$ cat src/rtl/mmio_uart_tx.sv
// Memory-mapped 8N1 UART transmitter: CPU stores fill a TX FIFO, a serializer drains it onto tx.
// Latency: a push into an empty FIFO is popped on the next edge; tx falls right after that edge.
// Backpressure: none on the bus; a push into a full FIFO with no pop that cycle is dropped and sets overflow.
// Ports: clk/rst_n, CPU bus (a, we, wd, write_byte_enable), combinational rd/hit, serial tx.
module mmio_uart_tx #(
    parameter logic [31:0] BASE_ADDR      = 32'hFFFF_0000,
    parameter int          FIFO_DEPTH     = 4,
    parameter logic [15:0] BAUD_DIV_RESET = 16'd9
) (
    input  logic        clk,
    input  logic        rst_n,
    input  logic [31:0] a,
    input  logic [3:0]  write_byte_enable,
    input  logic        we,
    input  logic [31:0] wd,
    output logic [31:0] rd,
    output logic        hit,
    output logic        tx
);

    localparam int PW = $clog2(FIFO_DEPTH);
    localparam int CW = PW + 1;

    typedef enum logic [1:0] {S_IDLE, S_START, S_DATA, S_STOP} state_t;

    logic [7:0]    fifo_q [FIFO_DEPTH];
    logic [PW-1:0] wr_ptr_q, rd_ptr_q;
    logic [CW-1:0] count_q, count_d;
    logic          ovf_q;
    logic [15:0]   baud_div_q;
    state_t        state_q, state_d;
    logic [15:0]   baud_cnt_q, baud_cnt_d;
    logic [2:0]    bit_idx_q, bit_idx_d;
    logic [7:0]    shift_q, shift_d;
    logic          tx_q, tx_d;

    logic wr_en, sel_txdata, sel_status, sel_baud;
    logic fifo_empty, fifo_full, busy;
    logic push_req, push_ok, pop, ovf_set, ovf_clr, bit_end;

    assign hit        = (a[31:4] == BASE_ADDR[31:4]);
    assign wr_en      = we & hit;
    assign sel_txdata = (a[3:2] == 2'd0);
    assign sel_status = (a[3:2] == 2'd1);
    assign sel_baud   = (a[3:2] == 2'd2);

    assign fifo_empty = (count_q == '0);
    assign fifo_full  = (count_q == CW'(FIFO_DEPTH));
    assign busy       = (state_q != S_IDLE);

    // A pop in the same cycle frees a slot, so a push into a full FIFO still lands.
    assign push_req = wr_en & sel_txdata & write_byte_enable[0];
    assign push_ok  = push_req & (~fifo_full | pop);
    assign ovf_set  = push_req & ~push_ok;
    assign ovf_clr  = wr_en & sel_status & write_byte_enable[0] & wd[3];

    always_comb begin
        count_d = count_q;
        case ({push_ok, pop})
            2'b10:   count_d = count_q + CW'(1);
            2'b01:   count_d = count_q - CW'(1);
            default: count_d = count_q;
        endcase
    end

    always_comb begin
        rd = '0;
        if (hit) begin
            case (a[3:2])
                2'd1: begin
                    rd[0]    = fifo_full;
                    rd[1]    = fifo_empty;
                    rd[2]    = busy;
                    rd[3]    = ovf_q;
                    rd[15:8] = 8'(count_q);
                end
                2'd2:    rd[15:0] = baud_div_q;
                default: rd = '0;
            endcase
        end
    end

    // Live compare against BAUD_DIV: shrinking it below the running count ends the bit next cycle.
    assign bit_end = (baud_cnt_q >= baud_div_q);

    always_comb begin
        state_d    = state_q;
        baud_cnt_d = baud_cnt_q;
        bit_idx_d  = bit_idx_q;
        shift_d    = shift_q;
        pop        = 1'b0;
        case (state_q)
            S_IDLE: begin
                if (!fifo_empty) begin
                    pop        = 1'b1;
                    shift_d    = fifo_q[rd_ptr_q];
                    baud_cnt_d = '0;
                    state_d    = S_START;
                end
            end
            S_START: begin
                if (bit_end) begin
                    baud_cnt_d = '0;
                    bit_idx_d  = '0;
                    state_d    = S_DATA;
                end else begin
                    baud_cnt_d = baud_cnt_q + 16'd1;
                end
            end
            S_DATA: begin
                if (bit_end) begin
                    baud_cnt_d = '0;
                    shift_d    = shift_q >> 1;
                    if (bit_idx_q == 3'd7) begin
                        state_d = S_STOP;
                    end else begin
                        bit_idx_d = bit_idx_q + 3'd1;
                    end
                end else begin
                    baud_cnt_d = baud_cnt_q + 16'd1;
                end
            end
            S_STOP: begin
                if (bit_end) begin
                    baud_cnt_d = '0;
                    state_d    = S_IDLE;
                end else begin
                    baud_cnt_d = baud_cnt_q + 16'd1;
                end
            end
            default: state_d = S_IDLE;
        endcase
    end

    // tx is registered from the next state so the line never glitches on decode.
    always_comb begin
        tx_d = 1'b1;
        case (state_d)
            S_START: tx_d = 1'b0;
            S_DATA:  tx_d = shift_d[0];
            default: tx_d = 1'b1;
        endcase
    end

    always_ff @(posedge clk or negedge rst_n) begin
        if (!rst_n) begin
            state_q    <= S_IDLE;
            baud_cnt_q <= '0;
            bit_idx_q  <= '0;
            shift_q    <= '0;
            tx_q       <= 1'b1;
            wr_ptr_q   <= '0;
            rd_ptr_q   <= '0;
            count_q    <= '0;
            ovf_q      <= 1'b0;
            baud_div_q <= BAUD_DIV_RESET;
        end else begin
            state_q    <= state_d;
            baud_cnt_q <= baud_cnt_d;
            bit_idx_q  <= bit_idx_d;
            shift_q    <= shift_d;
            tx_q       <= tx_d;
            count_q    <= count_d;
            if (push_ok) wr_ptr_q <= wr_ptr_q + PW'(1);
            if (pop)     rd_ptr_q <= rd_ptr_q + PW'(1);
            if (ovf_set)      ovf_q <= 1'b1;
            else if (ovf_clr) ovf_q <= 1'b0;
            if (wr_en && sel_baud) begin
                if (write_byte_enable[0]) baud_div_q[7:0]  <= wd[7:0];
                if (write_byte_enable[1]) baud_div_q[15:8] <= wd[15:8];
            end
        end
    end

    // Storage needs no reset: entries are only read when count says they are valid.
    always_ff @(posedge clk) begin
        if (push_ok) fifo_q[wr_ptr_q] <= wd[7:0];
    end

    assign tx = tx_q;

    logic unused_bits;
    assign unused_bits = ^{a[1:0], wd[31:16], write_byte_enable[3:2]};

endmodule

$ cat config.mk
export PLATFORM = sky130hd
export DESIGN_NAME = mmio_uart_tx
export DESIGN_NICKNAME = d
export VERILOG_FILES = /design/src/rtl/mmio_uart_tx.sv
export SDC_FILE = /design/constraint.sdc
export NUM_CORES = 1
export LEC_CHECK = 0
export ABC_AREA = 1
export BUFFER_PORTS_ARGS = -buffer_cell sky130_fd_sc_hd__buf_2
export CAP_MARGIN = 15
export CORE_ASPECT_RATIO = 0.75
export CORE_UTILIZATION = 50
export CTS_CLUSTER_DIAMETER = 30
export DETAILED_ROUTE_END_ITERATION = 16
export PLACE_DENSITY_LB_ADDON = 0.1
export SETUP_SLACK_MARGIN = 0.15
export SYNTH_ARGS = -nofsm -noshare
export SYNTH_HDL_FRONTEND = slang
export SYNTH_SLANG_ARGS = --single-unit
$ cat constraint.sdc
create_clock -name clk -period 4.9 [get_ports clk]
set_clock_uncertainty 0.2 [all_clocks]
set_input_delay 0.245 -clock clk [delete_from_list [all_inputs] [get_ports clk]]
set_output_delay 0.245 -clock clk [all_outputs]
set_load 0.01 [all_outputs]
==> impl_metrics.yaml, run 1 <==
min_path:
  hold_path_startpoint: "write_byte_enable[0]"
  min_path_cells: 4
  hold_end: "ovf_q"
  worstHoldPathType: "in -> reg"
timing:
  holdWs_ns: 0.07432
  fin_crit_sh: 0.5255
  setup_tns_ns: 0
  fmax_ghz: 0.3884
  fin_crit_ns: 2.575
  worst_slew_margin_rel: 0.4735
  grt_setup_unrepaired: "false"
  slew_viol_final: 0
  tightest_slew_ns: 0.7868
  hold_viol: 0
  final-setup-viol-count: 0
pwr:
  p_per_area_mw_per_mm2: 277.8
  power_frac_comb: 0.054
  intPower_uw: 1213
  p_sw_frac: 0.2233
  power_frac_seq: 0.506
  vdd_drop_max_mv: 0.1803
  p_leak_uw: 0.002698
  clockPowerShare: 0.440
  power_switching_uw: 348.8
global_routing:
  antenna_found_initial: 0
  grt_max_degree: 55
  use_met2: 0.3234
  use_met1: 0.3282
  met3_usage: 0.04406
  overflow: 0
  top_usage_layer: "met1"
  first_global_vias: 3379
  grt.total_usage: 0.2192
  grt_pass1_wl_um: 16620
setup_path:
  r2r_end: "baud_cnt_q[14]"
  reg2reg_from: "baud_div_q[3]"
  rrSetupSlack_ns: 2.33
  worstSetupEndpointType: "flip-flop"
  crit_fanout: 10
  worst_ep_required_time_ns: 4.95
  cp-start-kind: "flip-flop"
  crit_arrival_ns: 2.62
  path_class: "reg -> reg"
  r2r_cells: 15
clocking:
  cts.path.max_buffers: 2
  clock_latency_ns: 0.33
  post-cts-setup-buffers: 0
  clk_pin_slew_ns: 0.06
  cts_tree: "yes"
  tritoncts.num_buffers: 9
  cts_htree_levels: 3
  root_buffer: "clkbuf_16"
  cts.sinks: 86
synthesis:
  ys_seq_area_frac: 0.4893
  synth_top_area_frac: 0.2696
  synthFlopType: "dfrtp_1"
  synth_area_leader_cell: "dfrtp_1"
  synth_area_leaders: "dfrtp_1 27%, edfxtp_1 20%, nand2_1 7.9%"
  ys_ff_latch: 86
  synth.most_common_cell: "nand2_1"
  syn_area_mm2: 0.004733
  syn_inst: 511
  synth_edf_count: 32
  synth_area_per_cell_um2: 9.263
  synth_common_cells: "100 x nand2_1, 64 x inv_1, 62 x nor2_1"
  synth.distinct_cells: 39
  async_flop_share: 0.6279
  ys_warn_count: 0
layout:
  nFillCells: 765
  syn_to_final_growth_pct: 18.82
  drive_above_1_share: 0.1950
  nNetsFinal: 698
  final_area_mm2: 0.005624
  num_antenna_cells: 0
placed_design:
  place_congestion: 0.7858
  dpl_cell_area_mm2: 0.005152
  hpwlAfterDp_um: 7212
  io_buffers: 68
floorplan:
  core_mm2: 0.009121
  die_x_um: 114.4
  rows: 30
  design.portCount: 105
  die_area_mm2: 0.009864
  dieHeight_um: 86.26
  initial_core_util: 0.5189
routing:
  drcViolationCount: 0
  drt_iter0_markers: 227
  dr.pass1.iters: 4
  drt_wl_total_um: 9823
  drtAntennaViolNets: 0
  viasPerCell: 4.990
  vias: 3658
  wl_per_cell_um: 13.40
run:
  maxCapViolations: 0
outcome:
  run_status: "completed"
## critical path: stages (launching register included)
cell and delay, ns:
dfstp_2 0.55, inv_1 0.06, ha_1 0.30, nand2_1 0.08
nor2_1 0.05, nor2_1 0.08, nand2_1 0.06, nand2_1 0.05
nand2_1 0.06, nand2_1 0.10, nand2_1 0.15, inv_1 0.16
nand2_2 0.17, inv_1 0.22, nand2_1 0.08, o22ai_1 0.11
## layout make-up
class | instances | area [um2] | area share
repair buffers | 87 | 525.5 | 0.09344
multi-input cells | 351 | 2072 | 0.3684
clock inverters | 6 | 72.57 | 0.01290
inverters | 65 | 249.0 | 0.04427
clock buffers | 10 | 229.0 | 0.04071
well taps | 128 | 160.2 | 0.02848
flip-flops and latches | 86 | 2316 | 0.4118
## repair_timing
item,CTS,global route
resized for setup,0,0
hold buffers,17,0
hold endpoints to repair,91,0
## through the flow
stage / worst slack, ns / total power [uW] / util / std cells
2_1_floorplan: 2.754 / 843.5 / - / 526
3_3_place_gp: 2.376 / 875.9 / 0.5649 / 700
3_5_place_dp: 2.351 / 879.4 / 0.5649 / 700
4_1_cts: 2.348 / 1576 / 0.6166 / 733
5_1_grt: 2.169 / 1619 / 0.6166 / 733
6_report: 2.325 / 1562 / 0.6166 / 733
## cell families after synthesis
group,Yosys count,synth area share
DFF,86,0.4893
AOI/OAI and AO/OA,68,0.07983
other,1,0.0007923
and+or+nand+nor,214,0.2030
muxes,16,0.05075
xor gates and xnor gates,10,0.01851
buffers and inverters,89,0.08485
adders and majority gates,27,0.07296
## metal layers
layer / routed length [um] / vias to the layer above
met2: 4113 / 137
li1: - / 1838
met5: 0 / -
met3: 649 / 7
met1: 4981 / 1676
met4: 78 / 0
## flip-flops by register name, summed over array words and instances, names as in the netlist
name        cells
rd_ptr_q        2
baud_div_q     16
baud_cnt_q     16
ovf_q           1
tx              1
fifo_q         32
count_q         3
wr_ptr_q        2
shift_q         8
state_q         2
bit_idx_q       3
## worst max path at each step
stage | start | end | slack [ns]
2_1_floorplan | baud_div_q[3] | baud_cnt_q[1] | 2.75
3_3_place_gp | baud_div_q[3] | baud_cnt_q[1] | 2.38
3_5_place_dp | a[9] | fifo_q[0][4] | 2.35
4_1_cts | baud_div_q[3] | baud_cnt_q[14] | 2.35
5_1_grt | baud_div_q[3] | baud_cnt_q[14] | 2.17
6_report | baud_div_q[3] | baud_cnt_q[14] | 2.33
## layout by cell type (no fill, tap or decap), types with 9 or more instances in the layout
cell type	instances
o21ai_0	32
edfxtp_1	32
nor2_1	62
conb_1	16
ha_1	26
inv_1	64
nand3_1	29
dlygate4sd3_1	17
o22ai_1	16
mux2_4	16
nand2_1	100
dfrtp_1	51
xor2_1	9
clkbuf_16	9
a21oi_1	13
buf_2	68
## power groups by stage
stage               Clock [uW]  Combinational (uW)  Sequential, uW
finish                     687                85.0             790
CTS                        700                86.1             790
global route               730                97.6             791
floorplan                    0                45.2             798
detailed placement           0                75.9             804
global placement             0                73.4             802
Note: power is estimated with default switching activity, not from simulation.
==> run 2, diff against run 1 <==
Settings changed: CORE_UTILIZATION 50 to 49.
Clock period 4.9 ns to 2.1 ns, I/O delays scaled along.
==> run 2 against run 1 <==
  * Power increased by 130%
  * Die area is 2.0% higher
  * The run now ends with setup timing left
  * Clock power rose by 130%
  * Core utilization is 5.0 points higher
  * Setup slack got worse by 2.4 ns
  * Worst hold slack lost 0.029 ns
==> impl_metrics.yaml, run 2 (same netlist as run 1, synthesis figures left out) <==
layout:
  drive_above_1_share: 0.3000
  num_antenna_cells: 0
  syn_to_final_growth_pct: 29.45
  final_common_cell: "nand2_1"
  biggestRegsByFlops: "fifo_q (32), baud_cnt_q (16), baud_div_q (16)"
  largest_register_ffs: 32
  largest-register: "fifo_q"
  seqCellArea_mm2: 0.002317
  nNetsFinal: 733
  nFillCells: 722
  fin_util: 0.6663
  multi_input_area_mm2: 0.002276
  final_cell_mix: "88 x nand2_1, 68 x buf_2, 58 x nor2_1"
global_routing:
  grt_pass1_wl_um: 17340
  overflow: 0
  antenna_found_initial: 0
  grt.total_usage: 0.2289
  first_global_vias: 3656
  grt_max_degree: 27
placed_design:
  hpwlAfterDp_um: 7602
  place_congestion: 0.7948
  pre_cts_ws_ns: -0.09047
  io_buffers: 68
floorplan:
  core_mm2: 0.009196
  rows: 30
  die_area_mm2: 0.01006
  die_x_um: 115.5
  design.portCount: 105
  initial_core_util: 0.5147
  dieHeight_um: 87.12
pwr:
  power_frac_seq: 0.510
  clockPowerShare: 0.432
  p_per_area_mw_per_mm2: 589.6
  power_frac_comb: 0.057
  vdd_drop_max_mv: 0.3315
  power_uw: 3613
  intPower_uw: 2751
  p_sw_frac: 0.2384
  power_switching_uw: 861.3
  p_leak_uw: 0.002902
clocking:
  cts.path.max_buffers: 2
  clk_pin_slew_ns: 0.06
  tritoncts.num_buffers: 9
  clock_latency_ns: 0.34
  cts_tree: "yes"
  cts.sinks: 86
  root_buffer: "clkbuf_16"
  cts_htree_levels: 3
timing:
  holdWs_ns: 0.04571
  fmax_ghz: 0.4537
  worst_slew_margin_rel: 0.5187
  slew_viol_final: 0
  final-setup-viol-count: 24
  fin_crit_ns: 2.204
  grt_setup_unrepaired: "true"
  fin_crit_sh: 1.050
  tightest_slew_ns: 0.7193
  hold_viol: 0
  layout_setup_ws_ns: -0.1041
routing:
  drcViolationCount: 0
  vias: 3836
  viasPerCell: 4.995
  drtAntennaViolNets: 0
  dr.pass1.iters: 4
  drt_iter0_markers: 273
  wl_per_cell_um: 13.86
  drt_wl_total_um: 10640
setup_path:
  path_delay_family: "simple AND/OR/NAND/NOR gates"
  r2r_cells: 14
  cp_slowest_cell: "dfstp_2"
  r2r_end: "baud_cnt_q[1]"
  max_stage_delay_ns: 0.54
  path_class: "reg -> reg"
  worst_ep_required_time_ns: 2.13
  cp_num_buf_inv: 3
  reg2reg_from: "baud_div_q[3]"
  worstSetupStartpoint: "baud_div_q[3]"
  rrSetupSlack_ns: -0.10
  path_depth: 14
  crit_arrival_ns: 2.23
  critical_path.cell_chain: "inv_2 > ha_4 > nand2_4 > nor2_1 > nor2_1 > nand2_1 > nand2_1 > nand2_2 > nand2_4 > nand2_8 > inv_4 > nand2_8 > inv_8 > a22o_1"
  crit_fanout: 6
  timing.critical_path.to: "baud_cnt_q[1]"
  cp-start-kind: "flip-flop"
  worstSetupEndpointType: "flip-flop"
outcome:
  violations: "setup timing"
  run_status: "complete, but fails checks"
min_path:
  worstHoldPathType: "in -> reg"
run:
  maxCapViolations: 0
## run 2: cell types whose count changed in the layout (fill, tap and decap cells not counted), moves of 4 or more
cell,previous run,this run
buf_4,2,32
inv_1,64,57
nand2_1,100,88
nand2_2,2,8
nand3_1,29,20
nand3_2,1,10
nor2_1,62,58
o21ai_0,32,23
o21ai_1,0,8
o22ai_1,16,11
o22ai_2,0,5
## run 2: cell type report
class,count,area share
Sequential cell,86,0.3782
Clock buffer,10,0.03900
Clock inverter,6,0.008372
Timing Repair Buffer,122,0.1327
Inverter,65,0.04411
Multi-Input combinational cell,351,0.3715
Tap cell,128,0.02614
## run 2: metal layers
metal	share of wire	vias to the layer above	track usage
li1	-	1909	-
met1	0.48	1779	0.3217
met2	0.45	136	0.3544
met3	0.060	12	0.05637
met4	0.0081	0	0.06021
met5	0	-	0
## run 2: worst min path at each step
stage | start | endpoint | slack [ns] | depth (start not counted)
final | write_byte_enable[1] | baud_div_q[8] | 0.05 | 3
after global routing | write_byte_enable[1] | baud_div_q[9] | 0.05 | 3
after CTS | write_byte_enable[1] | baud_div_q[9] | 0.03 | 3
after detailed placement | rst_n | shift_q[5] | -0.06 | 1
after global placement | rst_n | baud_div_q[6] | -0.07 | 1
after floorplan | rst_n | baud_cnt_q[0] | -0.39 | 0
## run 2: power by group through the flow
stage / clock network [uW] / registers, uW / logic [uW]
final: 1560 / 1840 / 208
after global routing: 1650 / 1850 / 235
after CTS: 1590 / 1840 / 205
after detailed placement: 0 / 1870 / 179
after global placement: 0 / 1870 / 173
after floorplan: 0 / 1860 / 105
## run 2: worst reg2reg max path: stages, from the launching register on
cell and delay [ns]:
dfstp_2 0.54, inv_2 0.05, ha_4 0.28, nand2_4 0.04, nor2_1 0.08, nor2_1 0.05
nand2_1 0.10, nand2_1 0.07, nand2_2 0.10, nand2_4 0.08, nand2_8 0.13, inv_4 0.06
nand2_8 0.09, inv_8 0.05, a22o_1 0.18
## run 2: repair_timing
| action | in CTS | in global routing |
|---|---|---|
| pin swaps | 5 | 15 |
| hold buffers | 19 | 0 |
| hold endpoints to repair | 73 | 0 |
| endpoints found under the setup margin | 31 | 35 |
| cloned | 0 | 0 |
| gates resized for setup | 32 | 22 |
| buffers inserted | 3 | 6 |
## run 2: metrics by stage
step	setup TNS [ns]	cells	instance area, um2
6_report	-1.527	768	6127
5_1_grt	-3.829	768	6127
4_1_cts	-0.9772	762	6013
3_3_place_gp	-0.3773	724	5398
2_1_floorplan	0	526	4842
3_5_place_dp	-1.025	724	5398
